File: src/rtl/dma_stride_engine.sv
// dma_stride_engine: moves 2-D strided tiles between AXI4 memory and a word-addressed scratchpad.
// One burst is outstanding at a time; bursts are clipped to MAX_BURST_LEN and never cross a row.
module dma_stride_engine #(
  parameter int DATA_WIDTH    = 256,
  parameter int ADDR_WIDTH    = 32,
  parameter int SP_ADDR_WIDTH = 14,
  parameter int MAX_BURST_LEN = 16,
  parameter int LEN_WIDTH     = 16
) (
  input  logic                     clk,
  input  logic                     rst,
  input  logic                     cmd_valid,
  output logic                     cmd_ready,
  input  logic                     cmd_dir,
  input  logic [ADDR_WIDTH-1:0]    cmd_mem_addr,
  input  logic [SP_ADDR_WIDTH-1:0] cmd_sp_addr,
  input  logic [LEN_WIDTH-1:0]     cmd_row_len,
  input  logic [LEN_WIDTH-1:0]     cmd_num_rows,
  input  logic [ADDR_WIDTH-1:0]    cmd_mem_stride,
  output logic                     busy,
  output logic                     done,
  output logic                     error,
  output logic                     arvalid,
  output logic [ADDR_WIDTH-1:0]    araddr,
  output logic [7:0]               arlen,
  output logic [2:0]               arsize,
  input  logic                     arready,
  input  logic                     rvalid,
  input  logic [DATA_WIDTH-1:0]    rdata,
  input  logic [1:0]               rresp,
  input  logic                     rlast,
  output logic                     rready,
  output logic                     awvalid,
  output logic [ADDR_WIDTH-1:0]    awaddr,
  output logic [7:0]               awlen,
  output logic [2:0]               awsize,
  input  logic                     awready,
  output logic                     wvalid,
  output logic [DATA_WIDTH-1:0]    wdata,
  output logic                     wlast,
  input  logic                     wready,
  input  logic                     bvalid,
  input  logic [1:0]               bresp,
  output logic                     bready,
  output logic                     sp_wr_en,
  output logic [SP_ADDR_WIDTH-1:0] sp_wr_addr,
  output logic [DATA_WIDTH-1:0]    sp_wr_data,
  input  logic                     sp_wr_ready,
  output logic                     sp_rd_en,
  output logic [SP_ADDR_WIDTH-1:0] sp_rd_addr,
  input  logic [DATA_WIDTH-1:0]    sp_rd_data
);
  localparam int BYTES = DATA_WIDTH / 8;
  localparam int SIZE  = $clog2(BYTES);
  localparam logic [LEN_WIDTH-1:0] MAX_L = LEN_WIDTH'(MAX_BURST_LEN);

  // state    | meaning
  // IDLE     | waiting for a command, cmd_ready high
  // RD_ADDR  | read burst address offered on AR
  // RD_DATA  | read beats forwarded to the scratchpad write port
  // WR_ADDR  | write burst address offered on AW
  // WR_FETCH | scratchpad read issued for the next beat
  // WR_LATCH | scratchpad data captured into the wdata register
  // WR_DATA  | beat offered on W
  // WR_RESP  | waiting for the burst's B response
  // FINISH   | one-cycle done pulse
  typedef enum logic [3:0] {
    IDLE, RD_ADDR, RD_DATA, WR_ADDR, WR_FETCH, WR_LATCH, WR_DATA, WR_RESP, FINISH
  } state_t;

  state_t                   state_q, state_d;
  logic [ADDR_WIDTH-1:0]    row_base_q, row_base_d, addr_q, addr_d, stride_q, stride_d;
  logic [SP_ADDR_WIDTH-1:0] sp_ptr_q, sp_ptr_d;
  logic [LEN_WIDTH-1:0]     row_len_q, row_len_d, row_left_q, row_left_d;
  logic [LEN_WIDTH-1:0]     rows_left_q, rows_left_d, beat_q, beat_d;
  logic [7:0]               blen_m1_q, blen_m1_d;
  logic [DATA_WIDTH-1:0]    wdata_q, wdata_d;
  logic                     error_q, error_d;

  logic                     last_beat, burst_end;
  logic [LEN_WIDTH-1:0]     left_after;
  logic [ADDR_WIDTH-1:0]    burst_bytes;

  function automatic logic [7:0] blen_m1(input logic [LEN_WIDTH-1:0] left);
    logic [LEN_WIDTH-1:0] l;
    l = (left > MAX_L) ? MAX_L : left;
    return 8'(l - LEN_WIDTH'(1));
  endfunction

  assign last_beat   = (beat_q == LEN_WIDTH'(blen_m1_q));
  assign left_after  = row_left_q - (LEN_WIDTH'(blen_m1_q) + LEN_WIDTH'(1));
  assign burst_bytes = (ADDR_WIDTH'(blen_m1_q) + ADDR_WIDTH'(1)) << SIZE;

  always_comb begin
    state_d     = state_q;
    row_base_d  = row_base_q;
    addr_d      = addr_q;
    stride_d    = stride_q;
    sp_ptr_d    = sp_ptr_q;
    row_len_d   = row_len_q;
    row_left_d  = row_left_q;
    rows_left_d = rows_left_q;
    beat_d      = beat_q;
    blen_m1_d   = blen_m1_q;
    wdata_d     = wdata_q;
    error_d     = error_q;
    burst_end   = 1'b0;
    case (state_q)
      IDLE: if (cmd_valid) begin
        row_base_d  = cmd_mem_addr;
        addr_d      = cmd_mem_addr;
        stride_d    = cmd_mem_stride;
        sp_ptr_d    = cmd_sp_addr;
        row_len_d   = cmd_row_len;
        row_left_d  = cmd_row_len;
        rows_left_d = cmd_num_rows;
        blen_m1_d   = blen_m1(cmd_row_len);
        error_d     = 1'b0;
        if (cmd_row_len == '0 || cmd_num_rows == '0) state_d = FINISH;
        else if (cmd_dir)                            state_d = WR_ADDR;
        else                                         state_d = RD_ADDR;
      end
      RD_ADDR: if (arready) begin
        beat_d  = '0;
        state_d = RD_DATA;
      end
      RD_DATA: if (rvalid && sp_wr_ready) begin
        sp_ptr_d = sp_ptr_q + SP_ADDR_WIDTH'(1);
        beat_d   = beat_q + LEN_WIDTH'(1);
        if (rresp != 2'b00 || rlast != last_beat) error_d = 1'b1;
        burst_end = last_beat;
      end
      WR_ADDR: if (awready) begin
        beat_d  = '0;
        state_d = WR_FETCH;
      end
      WR_FETCH: state_d = WR_LATCH;
      WR_LATCH: begin
        wdata_d  = sp_rd_data;
        sp_ptr_d = sp_ptr_q + SP_ADDR_WIDTH'(1);
        state_d  = WR_DATA;
      end
      WR_DATA: if (wready) begin
        beat_d  = beat_q + LEN_WIDTH'(1);
        state_d = last_beat ? WR_RESP : WR_FETCH;
      end
      WR_RESP: if (bvalid) begin
        if (bresp != 2'b00) error_d = 1'b1;
        burst_end = 1'b1;
      end
      FINISH:  state_d = IDLE;
      default: state_d = IDLE;
    endcase

    // Pick the next burst: rest of this row, first burst of the next row, or done.
    if (burst_end) begin
      if (left_after != '0) begin
        addr_d     = addr_q + burst_bytes;
        row_left_d = left_after;
        blen_m1_d  = blen_m1(left_after);
        state_d    = (state_q == RD_DATA) ? RD_ADDR : WR_ADDR;
      end else if (rows_left_q == LEN_WIDTH'(1)) begin
        state_d = FINISH;
      end else begin
        rows_left_d = rows_left_q - LEN_WIDTH'(1);
        row_base_d  = row_base_q + stride_q;
        addr_d      = row_base_q + stride_q;
        row_left_d  = row_len_q;
        blen_m1_d   = blen_m1(row_len_q);
        state_d     = (state_q == RD_DATA) ? RD_ADDR : WR_ADDR;
      end
    end
  end

  always_ff @(posedge clk) begin
    if (rst) begin
      state_q     <= IDLE;
      row_base_q  <= '0;
      addr_q      <= '0;
      stride_q    <= '0;
      sp_ptr_q    <= '0;
      row_len_q   <= '0;
      row_left_q  <= '0;
      rows_left_q <= '0;
      beat_q      <= '0;
      blen_m1_q   <= '0;
      wdata_q     <= '0;
      error_q     <= 1'b0;
    end else begin
      state_q     <= state_d;
      row_base_q  <= row_base_d;
      addr_q      <= addr_d;
      stride_q    <= stride_d;
      sp_ptr_q    <= sp_ptr_d;
      row_len_q   <= row_len_d;
      row_left_q  <= row_left_d;
      rows_left_q <= rows_left_d;
      beat_q      <= beat_d;
      blen_m1_q   <= blen_m1_d;
      wdata_q     <= wdata_d;
      error_q     <= error_d;
    end
  end

  assign cmd_ready  = (state_q == IDLE);
  assign busy       = (state_q != IDLE);
  assign done       = (state_q == FINISH);
  assign error      = error_q;
  assign arvalid    = (state_q == RD_ADDR);
  assign araddr     = addr_q;
  assign arlen      = blen_m1_q;
  assign arsize     = 3'(SIZE);
  assign rready     = (state_q == RD_DATA) && sp_wr_ready;
  assign sp_wr_en   = rready && rvalid;
  assign sp_wr_addr = sp_ptr_q;
  assign sp_wr_data = (state_q == RD_DATA) ? rdata : '0;
  assign awvalid    = (state_q == WR_ADDR);
  assign awaddr     = addr_q;
  assign awlen      = blen_m1_q;
  assign awsize     = 3'(SIZE);
  assign sp_rd_en   = (state_q == WR_FETCH);
  assign sp_rd_addr = sp_ptr_q;
  assign wvalid     = (state_q == WR_DATA);
  assign wdata      = wdata_q;
  assign wlast      = (state_q == WR_DATA) && last_beat;
  assign bready     = (state_q == WR_RESP);
endmodule

File: config.mk
export PLATFORM = sky130hd
export DESIGN_NAME = dma_stride_engine
export DESIGN_NICKNAME = d
export VERILOG_FILES = /design/src/rtl/dma_stride_engine.sv
export SDC_FILE = /design/constraint.sdc
export NUM_CORES = 1
export LEC_CHECK = 0
export CORE_AREA = 2 2 490 492
export CTS_CLUSTER_DIAMETER = 120
export DETAILED_ROUTE_END_ITERATION = 6
export DIE_AREA = 0 0 492 494
export PLACE_DENSITY = 0.3
export SETUP_SLACK_MARGIN = 0.3
export SYNTH_ARGS = -nofsm -noshare
export SYNTH_HDL_FRONTEND = slang
export SYNTH_SLANG_ARGS = --single-unit
File: constraint.sdc
create_clock -name clk -period 7.35 [get_ports clk]
set_input_delay 0.735 -clock clk [delete_from_list [all_inputs] [get_ports clk]]
set_output_delay 0.735 -clock clk [all_outputs]
set_load 0.05 [all_outputs]
==> results of run 1 <==
==> cell type report <==
| type | instances | area share, % |
|---|---|---|
| timing repair buffer | 1306 | 31.7 |
| inverter | 30 | 0.281 |
| tap | 3167 | 9.67 |
| clock buffer | 95 | 4.60 |
| clock inverter | 18 | 0.855 |
| sequential | 443 | 21.6 |
| multi-input combinational | 2296 | 30.5 |
| antenna | 114 | 0.696 |
==> sequential cells by signal, indices dropped and copies added (netlist names) <==
| signal | cells |
|---|---|
| araddr | 32 |
| arlen | 8 |
| beat_q | 16 |
| error | 1 |
| row_base_q | 32 |
| row_left_q | 16 |
| row_len_q | 16 |
| rows_left_q | 16 |
| sp_rd_addr | 14 |
| state_q | 4 |
| stride_q | 32 |
| wdata | 256 |
==> worst max-delay path, stage by stage, from the launching register on <==
cell and delay, ps:
dfxtp_1 290, buf_4 150, inv_1 160, ha_1 230, inv_1 70, fa_1 390, nand2b_1 190, a21oi_1 370
o21a_1 210, nor3_1 70, nor4_1 540, and4_4 360, nand3_2 470, buf_4 450, or3_1 350, or2_0 210
a31oi_1 160
==> per-layer routing <==
layer  share of wire, %  wire length (um)  GRT usage, %  up-vias
met3                9.1             21900          7.52      318
met2                 43            104000          29.2     1117
li1                   -                 -             -    12573
met4                1.8              4280          3.14       92
met5               0.24               575             0        -
met1                 46            110000          25.3    13235
==> final timing paths <==
path / start / end / slack (ps) / depth (start not counted)
worst max-delay path: arlen[0] / rows_left_q[5] / 2580 / 16
worst max register to register: arlen[0] / rows_left_q[5] / 2580 / 16
worst min register to register: wdata[246] / wdata[246] / 450 / 2
worst min-delay path: wdata[246] / wdata[246] / 450 / 2
==> cell families (layout without fill, tap and decap cells) <==
logic type,count (synthesis),after routing,synth area share (%)
other cells,2,120,0.0331
xor+xnor,83,83,3.20
flops,443,443,39.1
simple gates,1386,1386,28.3
compound gates,757,757,19.7
mux,5,5,0.242
buf+inv,296,1449,6.11
fa+ha+maj,59,59,3.35
==> where the power goes <==
| part | internal (mW) | switching (mW) |
|---|---|---|
| logic | 2.06 | 4.47 |
| registers | 2.63 | 0.343 |
| clock network | 1.98 | 1.40 |
==> cell usage in the layout (no fill, tap or decap), types with 44 or more instances in the layout <==
cell type and n:
and3_1 44, nor2_1 112, o21ai_0 65, nand2_1 791, diode_2 114, clkdlybuf4s50_1 1267, dfxtp_1 443, a21oi_1 442
clkbuf_16 68, and2_1 266, ha_1 56
==> Yosys cell counts, drive strengths merged (8+ instances only) <==
| library cell | number | area share (%) |
|---|---|---|
| inv | 30 | 0.51 |
| o22ai | 18 | 0.52 |
| ha | 56 | 3.1 |
| nor3 | 29 | 0.71 |
| nor4 | 29 | 0.87 |
| xnor2 | 42 | 1.6 |
| o31ai | 9 | 0.36 |
| a21oi | 444 | 9.8 |
| nor2 | 115 | 1.9 |
| or3 | 15 | 0.44 |
| and2 | 267 | 7.4 |
| dfxtp | 443 | 39 |
| a22oi | 17 | 0.56 |
| nand2b | 18 | 0.50 |
| o211ai | 11 | 0.39 |
| a31oi | 24 | 0.69 |
| nor3b | 8 | 0.26 |
| o21ai | 74 | 1.6 |
| nand2 | 793 | 13 |
| a211oi | 41 | 1.4 |
| a31o | 8 | 0.31 |
| a21o | 31 | 1.0 |
| and3 | 44 | 1.2 |
| nand3 | 29 | 0.66 |
| buf | 91 | 2.7 |
| nand4 | 11 | 0.30 |
| a21boi | 13 | 0.43 |
| a311oi | 8 | 0.31 |
| clkbuf | 175 | 2.9 |
| xor2 | 41 | 1.6 |
==> metrics by stage <==
| step | hold slack [ps] | power [mW] | setup slack (ps) | utilization (%) |
|---|---|---|---|---|
| global placement | 442 | 9.67 | 2680 | 16.2 |
| floorplan | 434 | 6.78 | 3460 | - |
| CTS | 433 | 13.1 | 2600 | 17.1 |
| global route | 470 | 13.5 | 2320 | 17.1 |
| detailed placement | 446 | 9.62 | 2660 | 16.2 |
| finish | 451 | 12.9 | 2580 | 17.3 |
==> flow_summary.yaml, run 1 <==
cts:
  path_clk_slew_ps: 60
  clk_root_buffer_cell: "clkbuf_16"
  cts_tree: "built"
  cts_max_path_buffers: 3
  cts.hold.buffers_added: 0
  htree_levels: 3
  cts_buffers: 68
  clock-sinks: 443
  insertion_delay_ps: 700
  post-cts-setup-buffers: 0
  cts_resized: 0
global_routing:
  grt_usage_pct: 19.0
  grt_pass1_vias: 27084
  overflow: 0
  grt_start_max_net_pins: 169
  antenna_found_initial: 155
  grt_first_pass_wirelength_um: 302000
synth:
  syn-cell-area_um2: 22700
  async_flop_share_pct: 0
  yosysSeqAreaShare_pct: 39.1
  synth_cell_types: 91
  syn_inst: 3031
  ys_ff_latch: 443
  ys_warn_count: 0
  syn_avg_cell_area_um2: 7.49
  yosys_most_used_dff: "dfxtp_1"
  synth-edff-count: 0
run:
  maxCapViolCount: 0
cells_and_area:
  instances_no_fill: 7469
  n_fill_cell: 27037
  multi_input_area_um2: 12500
  syn_to_final_growth_pct: 80.5
  fin_nets: 4841
  ff_latch_area_um2: 8870
  drive_gt1_share_pct: 4.06
  design_area_um2: 41000
timing:
  skew_ps: 44.0
  timing.final.crit_share_pct: 65.0
  finalSetupViolCount: 0
  fmax_ghz: 0.209
  worstMarginPinSlew_ps: 1250
  finalMaxSlewViolations: 0
  final-hold-violation-count: 0
  setup_tns_ps: 0
  rsz0062_at_grt: "false"
  period_minus_slack_ps: 4770
  relSlewSlack_pct: 16.6
place:
  portBuffers: 1268
  place_inst: 7242
  gp_congestion: 0.981
  dpl.hpwl_um: 206000
  place_area_um2: 38500
floorplanning:
  core_um2: 237000
  die_y_um: 494
  ioPinCount: 1275
  start_util_pct: 9.57
  rows: 179
  die_width_um: 492
  die_area_um2: 243000
setup_path:
  startpoint_type: "flop"
  critPathRequiredTime_ps: 7940
  worst_ep_arrival_time_ps: 5370
  cp-end-kind: "flop"
  crit_type: "flop to flop"
  path_max_fanout: 24
routing:
  drt-wirelength-per-cell_um: 32.1
  vias_per_cell: 3.66
  drt_pre_antenna_iters: 5
  vias: 27335
  post-route-drc-count: 0
  wl_um: 240000
  drt_iter0_markers: 1936
  ant_nets: 0
pwr:
  p_leak_nw: 13.8
  vdd_drop_max_v: 0.000169
  powerDensity_nw_per_um2: 314
worst_hold_path:
  hold_path_class: "flop to flop"
status:
  run_status: "complete, no violations"
No activity file was read; power rests on OpenSTA's default activity.
==> inputs of run 2 (changes only) <==
Settings changed: CORE_AREA 2 2 490 492 to 2 2 494 496, DIE_AREA 0 0 492 494 to 0 0 496 498.
Clock period 7.35 ns to 4.61 ns, I/O delays scaled along.
==> flow_summary.yaml, run 2 (synthesis gave the netlist of run 1 again) <==
status:
  run_status: "complete, no violations"
cells_and_area:
  multi_input_area_um2: 12500
  largest_register_ffs: 256
  fin_nets: 4876
  syn_to_final_growth_pct: 80.8
  n_fill_cell: 27484
  ff_latch_area_um2: 8870
  drive_gt1_share_pct: 7.10
  final_cell_mix: "1,170 x clkdlybuf4s50_1, 791 x nand2_1, 443 x dfxtp_1, 441 x a21oi_1, 266 x and2_1"
  final_common_cell: "clkdlybuf4s50_1"
  final_util_pct: 17.0
floorplanning:
  die_area_um2: 247000
  rows: 181
  ioPinCount: 1275
  core_um2: 242000
  die_y_um: 498
  die_width_um: 496
  start_util_pct: 9.39
cts:
  clock-sinks: 443
  cts_tree: "built"
  insertion_delay_ps: 670
  htree_levels: 3
  cts_max_path_buffers: 3
  clk_root_buffer_cell: "clkbuf_16"
  path_clk_slew_ps: 60
  cts_buffers: 67
setup_path:
  startpoint_type: "flop"
  critPathMaxStageDelay_ps: 970
  crit_type: "flop to primary output"
  rrSetupSlack_ps: 610
  rr_worst_depth: 16
  cp-end-kind: "primary output"
  critPathRequiredTime_ps: 4150
  path_max_fanout: 96
  crit_family: "buffers and inverters"
  crit_chain: "nor2_1 > and2_1 > nor2b_4 > buf_12 > buf_12 > and2_1 > clkdlybuf4s50_1"
  critPathBufInv: 3
  r2r-start: "arlen[0]"
  worst_ep_arrival_time_ps: 3660
  cp_slowest_cell: "clkdlybuf4s50_1"
  reg2reg_to: "arlen[4]"
routing:
  drt-wirelength-per-cell_um: 32.7
  post-route-drc-count: 0
  wl_um: 245000
  ant_nets: 0
  drt_pre_antenna_iters: 7
  drt_iter0_markers: 1916
  vias: 27560
  vias_per_cell: 3.68
worst_hold_path:
  hp-start: "rst"
  hold_path_class: "input port to flop"
  holdPathEnd: "row_len_q[7]"
  hold_depth: 2
place:
  portBuffers: 1268
  dpl.hpwl_um: 213000
  dp_slack_ps: 156
  gp_congestion: 0.961
global_routing:
  antenna_found_initial: 171
  grt_first_pass_wirelength_um: 305000
  grt_start_max_net_pins: 165
  overflow: 0
  grt_usage_pct: 19.2
  grt_pass1_vias: 26478
pwr:
  p_leak_nw: 14.3
  vdd_drop_max_v: 0.000253
  total_power_mw: 20.8
  powerDensity_nw_per_um2: 505
timing:
  rsz0062_at_grt: "false"
  setup_tns_ps: 0
  layout_setup_ws_ps: 489
  worstMarginPinSlew_ps: 1250
  timing.final.crit_share_pct: 89.4
  skew_ps: 33.9
  finalMaxSlewViolations: 0
  relSlewSlack_pct: 16.4
  final-hold-violation-count: 0
  fmax_ghz: 0.243
  finalSetupViolCount: 0
  period_minus_slack_ps: 4120
run:
  maxCapViolCount: 0
run 2: cell count changes in the layout (fill, tap and decap cells not counted), moves of 7 or more:
cell             change
dlygate4sd2_1        +9
buf_4              +105
buf_12              +11
clkdlybuf4s50_1     -97
dlymetal6s2s_1       +7
clkbuf_1             -9
clkbuf_8             +8
diode_2             -44
run 2: worst max path at each step:
stage | from | to | slack [ps] | depth (start not counted)
floorplan | arlen[7] | arlen[4] | 720 | 14
global placement | arlen[0] | arlen[4] | 200 | 15
detailed placement | arlen[0] | arlen[6] | 160 | 15
CTS | state_q[0] | sp_wr_data[115] | 300 | 7
global route | state_q[0] | sp_wr_data[233] | 300 | 7
finish | state_q[0] | sp_wr_data[196] | 490 | 7
run 2: layer usage:
layer,track usage (%),up-vias,share of wire [%]
met3,6.65,368,8.5
met2,29.7,1199,44
met1,26.0,13281,46
li1,-,12608,-
met5,0,-,0.27
met4,2.47,104,1.6
run 2: final cells by class:
type                            count  share of cell area (%)
Clock buffer                       94                    4.77
Sequential cell                   443                    21.6
Tap cell                         3202                    9.76
Antenna cell                       70                   0.427
Timing Repair Buffer             1342                    32.2
Inverter                           30                   0.280
Clock inverter                     19                   0.478
Multi-Input combinational cell   2296                    30.5
run 2: what timing repair did:
action	in CTS	in global routing
cloned	0	0
setup buffers	0	3
pin swaps	0	3
gates resized for setup	10	12
setup endpoints to repair	18	41
hold buffers	0	0
run 2: per-stage QoR:
stage	hold WS (ps)	instances	area, um^2
after floorplan	434	3035	22700
after global placement	442	7310	38700
after detailed placement	446	7310	38700
after CTS	254	7423	40800
after global routing	288	7427	40900
final	293	7496	41100
run 2: where the power goes:
group          total, mW  switching [mW]  internal [mW]  leakage [nW]
combinational       10.8            7.47           3.38          9.69
clock               5.19            2.11           3.07          1.07
sequential          4.72           0.527           4.19          3.59
==> inputs of run 3 (changes only) <==
Settings changed: CTS_CLUSTER_DIAMETER 120 to unset.
==> flow_summary.yaml, run 3 (synthesis gave the netlist of run 1 again) <==
global_routing:
  grt_first_pass_wirelength_um: 305000
  grt_pass1_vias: 26467
  antenna_found_initial: 170
  grt_usage_pct: 19.2
  grt_start_max_net_pins: 165
  overflow: 0
timing:
  period_minus_slack_ps: 4110
  layout_setup_ws_ps: 500
  finalSetupViolCount: 0
  setup_tns_ps: 0
  final-hold-violation-count: 0
  skew_ps: 42.0
  relSlewSlack_pct: 23.0
  hold_slack_ps: 279
  finalMaxSlewViolations: 0
  worstMarginPinSlew_ps: 1150
  fmax_ghz: 0.243
  timing.final.crit_share_pct: 89.1
  rsz0062_at_grt: "false"
floorplanning:
  core_um2: 242000
  rows: 181
  start_util_pct: 9.39
  die_y_um: 498
  ioPinCount: 1275
  die_area_um2: 247000
  die_width_um: 496
setup_path:
  reg2reg_to: "arlen[4]"
  cp_slowest_cell: "clkdlybuf4s50_1"
  critPathBufInv: 3
  rr_worst_depth: 16
  path_max_fanout: 96
  critPathRequiredTime_ps: 4150
  crit_type: "flop to primary output"
  worst_ep_arrival_time_ps: 3650
  critPathMaxStageDelay_ps: 960
  crit_family: "buffers and inverters"
  cp-end-kind: "primary output"
  startpoint_type: "flop"
  r2r-start: "arlen[0]"
  crit_chain: "nor2_1 > and2_1 > nor2b_4 > buf_12 > buf_12 > and2_1 > clkdlybuf4s50_1"
  rrSetupSlack_ps: 600
cells_and_area:
  final_common_cell: "clkdlybuf4s50_1"
  n_fill_cell: 27471
  final_cell_mix: "1,165 x clkdlybuf4s50_1, 791 x nand2_1, 443 x dfxtp_1, 441 x a21oi_1, 266 x and2_1"
  final_util_pct: 17.1
  drive_gt1_share_pct: 7.08
  ff_latch_area_um2: 8870
  syn_to_final_growth_pct: 81.8
  instances_no_fill: 7578
  design_area_um2: 41300
  fin_nets: 4875
  largest_register_ffs: 256
  multi_input_area_um2: 12500
routing:
  drt-wirelength-per-cell_um: 32.4
  vias: 27700
  vias_per_cell: 3.66
  ant_nets: 1
  drt_iter0_markers: 1921
  wl_um: 245000
  drt_pre_antenna_iters: 5
  post-route-drc-count: 0
worst_hold_path:
  hold_path_class: "input port to flop"
  hold_depth: 2
  holdPathEnd: "row_len_q[7]"
  hp-start: "rst"
pwr:
  p_leak_nw: 14.4
  powerDensity_nw_per_um2: 502
  vdd_drop_max_v: 0.000276
  total_power_mw: 20.7
cts:
  cts_buffers: 66
  insertion_delay_ps: 680
  cts_max_path_buffers: 3
  cts_tree: "built"
  clk_root_buffer_cell: "clkbuf_16"
  clock-sinks: 443
  path_clk_slew_ps: 50
  htree_levels: 3
  cts.hold.buffers_added: 0
place:
  dp_slack_ps: 156
  gp_congestion: 0.961
  place_area_um2: 38700
  portBuffers: 1268
  dpl.hpwl_um: 213000
  place_inst: 7310
run:
  maxCapViolCount: 0
status:
  run_status: "finished with violations"
  violations: "antenna rules"
## run 3: cell count changes in the layout (fill, tap and decap cells not counted), moves of 2 or more
cell             before   now
clkinv_8              1     4
clkinv_16             0     2
dlymetal6s2s_1        7    11
diode_2              70   152
clkdlybuf4s50_1    1170  1165
inv_6                 5     1
## run 3: report_power, final
group | total (mW) | switching (mW) | leakage, nW | internal (mW)
sequential | 4.73 | 0.532 | 3.59 | 4.19
clock | 5.16 | 2.16 | 1.06 | 3.00
combinational | 10.8 | 7.46 | 9.76 | 3.38
## run 3: worst max path at each step
stage | startpoint | to | slack [ps] | depth (start not counted)
finish | state_q[0] | sp_wr_data[196] | 500 | 7
global placement | arlen[0] | arlen[4] | 200 | 15
floorplan | arlen[7] | arlen[4] | 720 | 14
detailed placement | arlen[0] | arlen[6] | 160 | 15
CTS | state_q[0] | sp_wr_data[124] | 310 | 7
global route | state_q[0] | sp_wr_data[111] | 300 | 7
## run 3: per-layer routing
metal / track usage [%] / routed length (um)
met3: 6.61 / 22300
met4: 2.54 / 4120
met2: 29.7 / 107000
met5: 0 / 661
met1: 26.0 / 111000
## run 3: what timing repair did
item | 4_1_cts | 5_1_grt
gates resized for setup | 11 | 16
pin swaps | 0 | 3
endpoints found under the setup margin | 19 | 45
gates cloned | 0 | 0
buffers inserted | 0 | 3
## run 3: final cells by class
class                   instances  area share [%]
clock inverters                19           0.546
well taps                    3202            9.70
repair buffers               1342            32.0
diodes                        152           0.921
clock buffers                  94            4.69
multi-input cells            2296            30.3
inverters                      30           0.279
flip-flops and latches        443            21.5
